<file path="config.mk">
export PLATFORM = sky130hd
export DESIGN_NAME = vga_pixel_sink
export DESIGN_NICKNAME = d
export VERILOG_FILES = /design/src/rtl/vga_pixel_sink.sv
export SDC_FILE = /design/constraint.sdc
export NUM_CORES = 1
export LEC_CHECK = 0
export CORE_ASPECT_RATIO = 1.4
export CORE_UTILIZATION = 60
export DETAILED_ROUTE_END_ITERATION = 16
export GPL_TIMING_DRIVEN = 0
export PLACE_DENSITY = 0.81
export SYNTH_ARGS = -nofsm -noshare
export SYNTH_HDL_FRONTEND = slang
export SYNTH_SLANG_ARGS = --single-unit
</file>
<file path="constraint.sdc">
create_clock -name clock -period 12.4 [get_ports clock]
set_input_delay 3.72 -clock clock [delete_from_list [all_inputs] [get_ports clock]]
set_output_delay 3.72 -clock clock [all_outputs]
set_load 0.01 [all_outputs]
</file>
<file path="src/rtl/vga_pixel_sink.sv">
// vga_pixel_sink
//   Receives pixel writes (x, y, colour, strobe) from the drawing engines,
//   clips them to the visible screen, queues them in a small FIFO and
//   drains them one per cycle into a valid/ready framebuffer write port.
//
// Ports
//   clock, reset            rising-edge clock, synchronous active-high reset
//   vga_x/vga_y/vga_colour  pixel column / row / 6:6:6 colour
//   vga_write               pixel strobe, one pixel per cycle
//   fb_addr/fb_data/fb_we   framebuffer write (fb_we is the valid)
//   fb_ready                framebuffer accepts the write this cycle
//   fifo_count              entries in FIFO storage (output register excluded)
//   overflow                sticky: an in-range pixel was dropped
//   dropped_count           saturating count of dropped in-range pixels
//   busy                    anything buffered or pending
module vga_pixel_sink #(
    parameter int DEPTH_LOG2 = 3,
    parameter int SCREEN_W   = 160,
    parameter int SCREEN_H   = 120
) (
    input  logic                  clock,
    input  logic                  reset,
    input  logic [7:0]            vga_x,
    input  logic [6:0]            vga_y,
    input  logic [17:0]           vga_colour,
    input  logic                  vga_write,
    output logic [14:0]           fb_addr,
    output logic [17:0]           fb_data,
    output logic                  fb_we,
    input  logic                  fb_ready,
    output logic [DEPTH_LOG2:0]   fifo_count,
    output logic                  overflow,
    output logic [7:0]            dropped_count,
    output logic                  busy
);

    localparam int DEPTH = 1 << DEPTH_LOG2;
    localparam logic [7:0]          X_LIM = 8'(SCREEN_W);
    localparam logic [6:0]          Y_LIM = 7'(SCREEN_H);
    localparam logic [DEPTH_LOG2:0] FULL  = {1'b1, {DEPTH_LOG2{1'b0}}};

    typedef struct packed {
        logic [14:0] addr;
        logic [17:0] colour;
    } entry_t;

    typedef enum logic {
        IDLE,
        PRESENT
    } state_t;

    // FIFO storage and bookkeeping
    entry_t                  mem_q [DEPTH];
    logic [DEPTH_LOG2-1:0]   wr_ptr_q, wr_ptr_d;
    logic [DEPTH_LOG2-1:0]   rd_ptr_q, rd_ptr_d;
    logic [DEPTH_LOG2:0]     count_q, count_d;

    // Output register
    state_t                  state_q, state_d;
    entry_t                  out_q, out_d;

    logic                    overflow_q, overflow_d;
    logic [7:0]              dropped_q, dropped_d;

    logic                    in_range;
    logic                    push;
    logic                    pop;
    logic                    drop;
    entry_t                  in_entry;

    // Address is formed at push time so the FIFO holds final word addresses.
    always_comb begin
        in_entry        = '0;
        in_entry.addr   = 15'(vga_y) * 15'(SCREEN_W) + 15'(vga_x);
        in_entry.colour = vga_colour;
    end

    assign in_range = (vga_x < X_LIM) && (vga_y < Y_LIM);

    // A pop frees a slot in the same cycle, so a full FIFO still admits a push
    // when the head is moving into the output register.
    assign pop  = (count_q != '0) && ((state_q == IDLE) || fb_ready);
    assign push = vga_write && in_range && ((count_q != FULL) || pop);
    assign drop = vga_write && in_range && !push;

    always_comb begin
        wr_ptr_d   = wr_ptr_q;
        rd_ptr_d   = rd_ptr_q;
        count_d    = count_q;
        state_d    = state_q;
        out_d      = out_q;
        overflow_d = overflow_q;
        dropped_d  = dropped_q;

        if (push) begin
            wr_ptr_d = wr_ptr_q + 1'b1;
        end
        if (pop) begin
            rd_ptr_d = rd_ptr_q + 1'b1;
        end

        case ({push, pop})
            2'b10:   count_d = count_q + 1'b1;
            2'b01:   count_d = count_q - 1'b1;
            default: count_d = count_q;
        endcase

        case (state_q)
            IDLE: begin
                if (pop) begin
                    out_d   = mem_q[rd_ptr_q];
                    state_d = PRESENT;
                end
            end
            PRESENT: begin
                // Stalled writes hold everything; a completed write either
                // chains straight into the next entry or falls back to IDLE.
                if (fb_ready) begin
                    if (pop) begin
                        out_d = mem_q[rd_ptr_q];
                    end else begin
                        state_d = IDLE;
                    end
                end
            end
            default: state_d = IDLE;
        endcase

        if (drop) begin
            overflow_d = 1'b1;
            if (dropped_q != 8'hFF) begin
                dropped_d = dropped_q + 8'd1;
            end
        end
    end

    always_ff @(posedge clock) begin
        if (reset) begin
            wr_ptr_q   <= '0;
            rd_ptr_q   <= '0;
            count_q    <= '0;
            state_q    <= IDLE;
            out_q      <= '0;
            overflow_q <= 1'b0;
            dropped_q  <= '0;
        end else begin
            wr_ptr_q   <= wr_ptr_d;
            rd_ptr_q   <= rd_ptr_d;
            count_q    <= count_d;
            state_q    <= state_d;
            out_q      <= out_d;
            overflow_q <= overflow_d;
            dropped_q  <= dropped_d;
        end
    end

    // Storage needs no reset: the pointers and count qualify its contents.
    always_ff @(posedge clock) begin
        if (push && !reset) begin
            mem_q[wr_ptr_q] <= in_entry;
        end
    end

    assign fb_we         = (state_q == PRESENT);
    assign fb_addr       = out_q.addr;
    assign fb_data       = out_q.colour;
    assign fifo_count    = count_q;
    assign overflow      = overflow_q;
    assign dropped_count = dropped_q;
    assign busy          = (count_q != '0) || fb_we;

endmodule

</file>
==> results of run 1 <==
==> flip-flops by register name, indices dropped and copies added (netlist names), named ones only <==
name and count:
fifo_count 4, fb_addr 15, mem_q 264, rd_ptr_q 3, overflow 1, fb_data 18, wr_ptr_q 3, fb_we 1
dropped_count 8
==> worst max path at each step <==
stage | endpoint | slack (ps)
3_5_place_dp | mem_q[4][31]$_DFFE_PP_ | 5040
6_report | mem_q[4][4]$_DFFE_PP_ | 5530
2_1_floorplan | mem_q[0][0]$_DFFE_PP_ | 4070
4_1_cts | mem_q[4][4]$_DFFE_PP_ | 5560
3_3_place_gp | mem_q[0][20]$_DFFE_PP_ | -280
5_1_grt | mem_q[4][2]$_DFFE_PP_ | 5370
==> cell usage after synthesis, types with 3 or more instances <==
master,count
o31ai_1,3
ha_1,18
xor2_1,7
nor2_1,58
o21ai_0,3
buf_1,3
nand2b_1,3
nand4_1,4
nand2_1,16
buf_2,8
nor4_1,4
mux4_2,66
a21oi_1,10
inv_1,7
edfxtp_1,264
dfxtp_1,56
a211oi_1,35
or4_1,3
nor3_1,5
buf_4,7
nand3_1,11
clkbuf_1,13
mux2i_1,34
fa_1,3
xnor2_1,13
==> kinds of logic (layout without fill, tap and decap cells) <==
logic type | count (synthesis) | count (layout)
flops | 320 | 320
simple gates | 123 | 123
mux | 100 | 100
compound gates | 58 | 58
buf+inv | 39 | 201
fa+ha+maj | 21 | 21
xor+xnor | 20 | 20
==> where the power goes <==
group	switching, W	internal [W]
registers	0.0000461	0.00124
logic	0.000377	0.000339
clock network	0.000369	0.000482
==> layout make-up <==
type,count,share of cell area
Inverter,8,0.00201
Sequential cell,320,0.604
Tap cell,256,0.0214
Timing Repair Buffer,110,0.0752
Multi-Input combinational cell,322,0.226
Buffer,31,0.0102
Clock buffer,37,0.0517
Clock inverter,15,0.00911
==> worst max-delay path: stages <==
cell and delay (ps):
clkdlybuf4s50_1 450, o21ai_0 620, nand3_1 380, nor2_1 340
nand2_1 290, nor4_2 760, buf_4 330, buf_4 220
==> per-layer routing <==
metal	vias to the layer above	track usage
met5	-	0
li1	2994	-
met2	275	0.427
met4	0	0.0803
met3	53	0.0327
met1	3501	0.327
==> through the flow <==
step	util	hold slack [ps]	power, W
after global placement	0.668	468	0.00199
after detailed placement	0.684	482	0.00203
final	0.728	498	0.00286
after CTS	0.728	494	0.00288
after floorplan	-	452	0.00176
after global routing	0.728	499	0.00297
==> flow_metrics.env, run 1 <==
export IMPL_synth_xor_area_frac=0.0139
export IMPL_synth_adder_area_share=0.0227
export IMPL_leakage_nw=4.85
export IMPL_dr_wl_met2_um=13600
export IMPL_htreeDepth=1
export IMPL_yosys_warnings=0
export IMPL_io_pins=85
export IMPL_tightest_slew_ps=925
export IMPL_synth_compound_area_frac=0.0342
export IMPL_cts_setup_buffers=0
export IMPL_critPathKind="input pin to flip-flop"
export IMPL_cts_hold_buf=0
export IMPL_port_buffers=84
export IMPL_maxCapViolations=0
export IMPL_hold_path_startpoint="fb_data[13]$_SDFFE_PP0P_"
export IMPL_dpl_hpwl_um=17600
export IMPL_syn_to_final_growth_pct=19.2
export IMPL_setup_viol=0
export IMPL_async_reset_ff_frac=0
export IMPL_grt_ovfl_total=0
export IMPL_drt_met1_wl_um=10200
export IMPL_grt_setup_unrepaired="no"
export IMPL_grtUsageTotal=0.247
export IMPL_reg2reg_from="fifo_count[1]$_SDFFE_PP0P_"
export IMPL_cts_buffers=28
export IMPL_top_layer_used="met4"
export IMPL_crit_path_end_kind="flip-flop"
export IMPL_crit_fanout=7
export IMPL_multi_input_area_mm2=0.00339
export IMPL_fin_nets=879
export IMPL_dr_pass1_iters=5
export IMPL_gp_congestion=0.811
export IMPL_die_h_um=173
export IMPL_drc=0
export IMPL_synth_flop_cell="edfxtp_1"
export IMPL_start_kind="input pin"
export IMPL_final_common_cell="edfxtp_1"
export IMPL_netlist_instances=681
export IMPL_die_w_um=124
export IMPL_status="completed"
export IMPL_muxShareOfSynthArea=0.145
export IMPL_synth_area_leaders="edfxtp_1, mux4_2, dfxtp_1"
export IMPL_cts_root_buf="clkbuf_16"
export IMPL_power_density_mw_per_mm2=191
export IMPL_clock_fmax_mhz=146
export IMPL_finalWirelength_um=26100
export IMPL_crit_start="vga_x[6]"
export IMPL_antenna_found_initial=0
export IMPL_final_cells=1099
export IMPL_grt_pass1_wl_um=40400
export IMPL_wl_met3_um=1660
export IMPL_ys_ff_latch=320
export IMPL_ys_seq_area_frac=0.720
export IMPL_cts_tree="done"
export IMPL_maxSlewViolCount=0
export IMPL_post_drt_wl_per_cell_um=23.7
export IMPL_critPathRequiredTime_ps=12640
export IMPL_drtIter0Drc=637
export IMPL_worst_slack_ps=5530
export IMPL_worstReg2RegEnd="mem_q[4][4]$_DFFE_PP_"
export IMPL_start_util=0.611
export IMPL_synth_area_leader_cell="edfxtp_1"
export IMPL_clk_pin_slew_worst_paths_ps=70
export IMPL_grt_max_degree=23
export IMPL_synth_largest_type_area_fraction=0.631
export IMPL_grt_pass1_vias=7215
export IMPL_placed_area_mm2=0.0141
export IMPL_arrival_ps=7110
export IMPL_min_period_ps=6870
export IMPL_finalCritPeriodShare=0.554
export IMPL_pre_cts_slack_ps=5040
export IMPL_min_path_type="flip-flop to flip-flop"
export IMPL_ir_worst_vdd_uv=103
export IMPL_ctsResizeCount=0
export IMPL_hold_violations=0
export IMPL_yosys_area_share_simple=0.0492
export IMPL_synth_area_per_cell_um2=18.5
export IMPL_final_cell_mix="edfxtp_1, clkdlybuf4s50_1, mux4_2, dfxtp_1, nor2_1"
export IMPL_n_antenna_cell=0
export IMPL_clk_latency_ps=540
export IMPL_final_area_mm2=0.0150
export IMPL_ff2ff_path_depth=7
export IMPL_fin_setup_tns_ps=0
export IMPL_area_sequential_mm2=0.00905
export IMPL_synth_top_family_by_area="multiplexers"
export IMPL_synth_cell_area_mm2=0.0126
export IMPL_fin_skew_ps=8.61
export IMPL_layout_drive_gt1_share=0.205
export IMPL_min_path_cells=2
export IMPL_synth_edf_count=264
export IMPL_cts_sinks=320
export IMPL_numPlacedInstances=1047
export IMPL_coreArea_mm2=0.0206
export IMPL_viasPerCell=6.21
export IMPL_fill_cells=1130
export IMPL_hold_end="fb_data[13]$_SDFFE_PP0P_"
export IMPL_synth_nets=739
export IMPL_vias=6823
export IMPL_clockBufferDepth=3
export IMPL_netlist_cell_type_count=48
export IMPL_ant_nets=0
export IMPL_rows=62
export IMPL_die_area_mm2=0.0215
export IMPL_slew_headroom=0.383
export IMPL_regToRegSetupSlack_ps=9480
Power figures use the tool's default switching activity.
==> inputs of run 2 (changes only) <==
- CORE_UTILIZATION: 60 -> 53
- PLACE_DENSITY: 0.81 -> 0.76
- clock period: 12.4 -> 6.3 ns (I/O delays scaled with it)
==> flow_metrics.env, run 2 (same netlist as run 1, synthesis figures left out) <==
export IMPL_status="completed"
export IMPL_ir_worst_vdd_uv=231
export IMPL_maxCapViolations=0
export IMPL_maxSlewViolCount=0
export IMPL_grt_pass1_wl_um=40400
export IMPL_layout_drive_gt1_share=0.211
export IMPL_drtIter0Drc=556
export IMPL_leakage_nw=4.89
export IMPL_fin_nets=875
export IMPL_crit_fanout=8
export IMPL_area_sequential_mm2=0.00905
export IMPL_rows=66
export IMPL_post_drt_wl_per_cell_um=23.1
export IMPL_final_cell_mix="edfxtp_1, clkdlybuf4s50_1, mux4_2, dfxtp_1, nor2_1"
export IMPL_grtUsageTotal=0.224
export IMPL_dpl_hpwl_um=17400
export IMPL_fill_cells=1522
export IMPL_regMostFlops="mem_q"
export IMPL_htreeDepth=1
export IMPL_grt_max_degree=23
export IMPL_fin_skew_ps=13.1
export IMPL_ant_nets=0
export IMPL_finalCritPeriodShare=0.772
export IMPL_multi_input_area_mm2=0.00340
export IMPL_critPathKind="input pin to flip-flop"
export IMPL_cts_buffers=29
export IMPL_cts_hold_buf=0
export IMPL_arrival_ps=5120
export IMPL_dr_pass1_iters=4
export IMPL_switchingPower_w=0.00159
export IMPL_die_h_um=184
export IMPL_die_w_um=132
export IMPL_start_kind="input pin"
export IMPL_power_total_w=0.00581
export IMPL_syn_to_final_growth_pct=20.6
export IMPL_largest_reg_flops=264
export IMPL_slew_headroom=0.336
export IMPL_min_path_cells=2
export IMPL_final_common_cell="edfxtp_1"
export IMPL_regToRegSetupSlack_ps=3610
export IMPL_coreArea_mm2=0.0233
export IMPL_hold_violations=0
export IMPL_power_density_mw_per_mm2=383
export IMPL_cts_sinks=320
export IMPL_final_area_mm2=0.0152
export IMPL_tightest_slew_ps=990
export IMPL_finalWirelength_um=26500
export IMPL_setup_viol=0
export IMPL_fin_setup_tns_ps=0
export IMPL_power_frac_seq=0.437
export IMPL_cts_tree="done"
export IMPL_crit_path_end_kind="flip-flop"
export IMPL_io_pins=85
export IMPL_p_int_w=0.00422
export IMPL_die_area_mm2=0.0243
export IMPL_port_buffers=84
export IMPL_ctsResizeCount=0
export IMPL_p_comb_frac=0.240
export IMPL_min_period_ps=4860
export IMPL_gp_congestion=0.824
export IMPL_drc=0
export IMPL_numPlacedInstances=1092
export IMPL_critPathRequiredTime_ps=6550
export IMPL_worst_slack_ps=1440
export IMPL_placed_area_mm2=0.0141
export IMPL_antenna_found_initial=1
export IMPL_clk_latency_ps=550
export IMPL_grt_ovfl_total=0
export IMPL_cts_setup_buffers=0
export IMPL_pre_cts_slack_ps=925
export IMPL_grt_setup_unrepaired="no"
export IMPL_min_path_type="flip-flop to flip-flop"
export IMPL_p_sw_frac=0.273
export IMPL_final_cells=1148
export IMPL_cts_root_buf="clkbuf_16"
export IMPL_clockBufferDepth=3
export IMPL_clock_fmax_mhz=206
export IMPL_ff2ff_path_depth=7
export IMPL_grt_pass1_vias=7065
export IMPL_start_util=0.540
export IMPL_vias=6755
export IMPL_viasPerCell=5.88
export IMPL_clk_pin_slew_worst_paths_ps=70
export IMPL_pwr_share_clk=0.322
## run 2: cell count changes in the layout (fill, tap and decap cells not counted), sizes merged
cell and delta:
clkbuf -5, diode +2, clkinvlp +1, bufinv +4, buf -5, inv +1
clkinv +1
## run 2: worst paths after layout
path                              start                     end
max reg2reg  fifo_count[2]$_SDFFE_PP0P_  mem_q[4][19]$_DFFE_PP_
min               overflow$_SDFFE_PP0P_   overflow$_SDFFE_PP0P_
min reg2reg       overflow$_SDFFE_PP0P_   overflow$_SDFFE_PP0P_
max                            vga_x[6]  mem_q[4][19]$_DFFE_PP_
## run 2: layout make-up
class | instances | share of cell area
Multi-Input combinational cell | 322 | 0.225
Tap cell | 306 | 0.0253
Clock inverter | 22 | 0.0184
Timing Repair Buffer | 105 | 0.0731
Clock buffer | 32 | 0.0493
Sequential cell | 320 | 0.597
Antenna cell | 2 | 0.000330
Buffer | 31 | 0.0101
Inverter | 8 | 0.00198
## run 2: stage by stage
stage	utilization	hold slack, ps
after floorplan	-	452
after global placement	0.593	452
after detailed placement	0.607	459
after CTS	0.651	476
after global routing	0.651	522
final	0.651	490
## run 2: worst max-delay path, cell delays in order
cell and delay (ps):
clkdlybuf4s50_1 450, o21ai_0 630, nand3_1 410, nor2_1 340, nand2_1 300, nor4_4 640, buf_6 260, buf_6 180
## run 2: power by group through the flow
stage	Sequential, W	Combinational [W]	Clock [W]
floorplan	0.00260	0.000868	0
global placement	0.00258	0.00136	0
detailed placement	0.00258	0.00141	0
CTS	0.00254	0.00142	0.00190
global route	0.00255	0.00151	0.00198
finish	0.00254	0.00140	0.00187
## run 2: per-layer routing
metal  global-route usage  vias up  share of wire
met1                0.282     3481           0.39
met5                    0        -              0
met4               0.0712        0          0.021
met3               0.0303       43          0.054
li1                     -     2990              -
met2                0.402      241           0.53
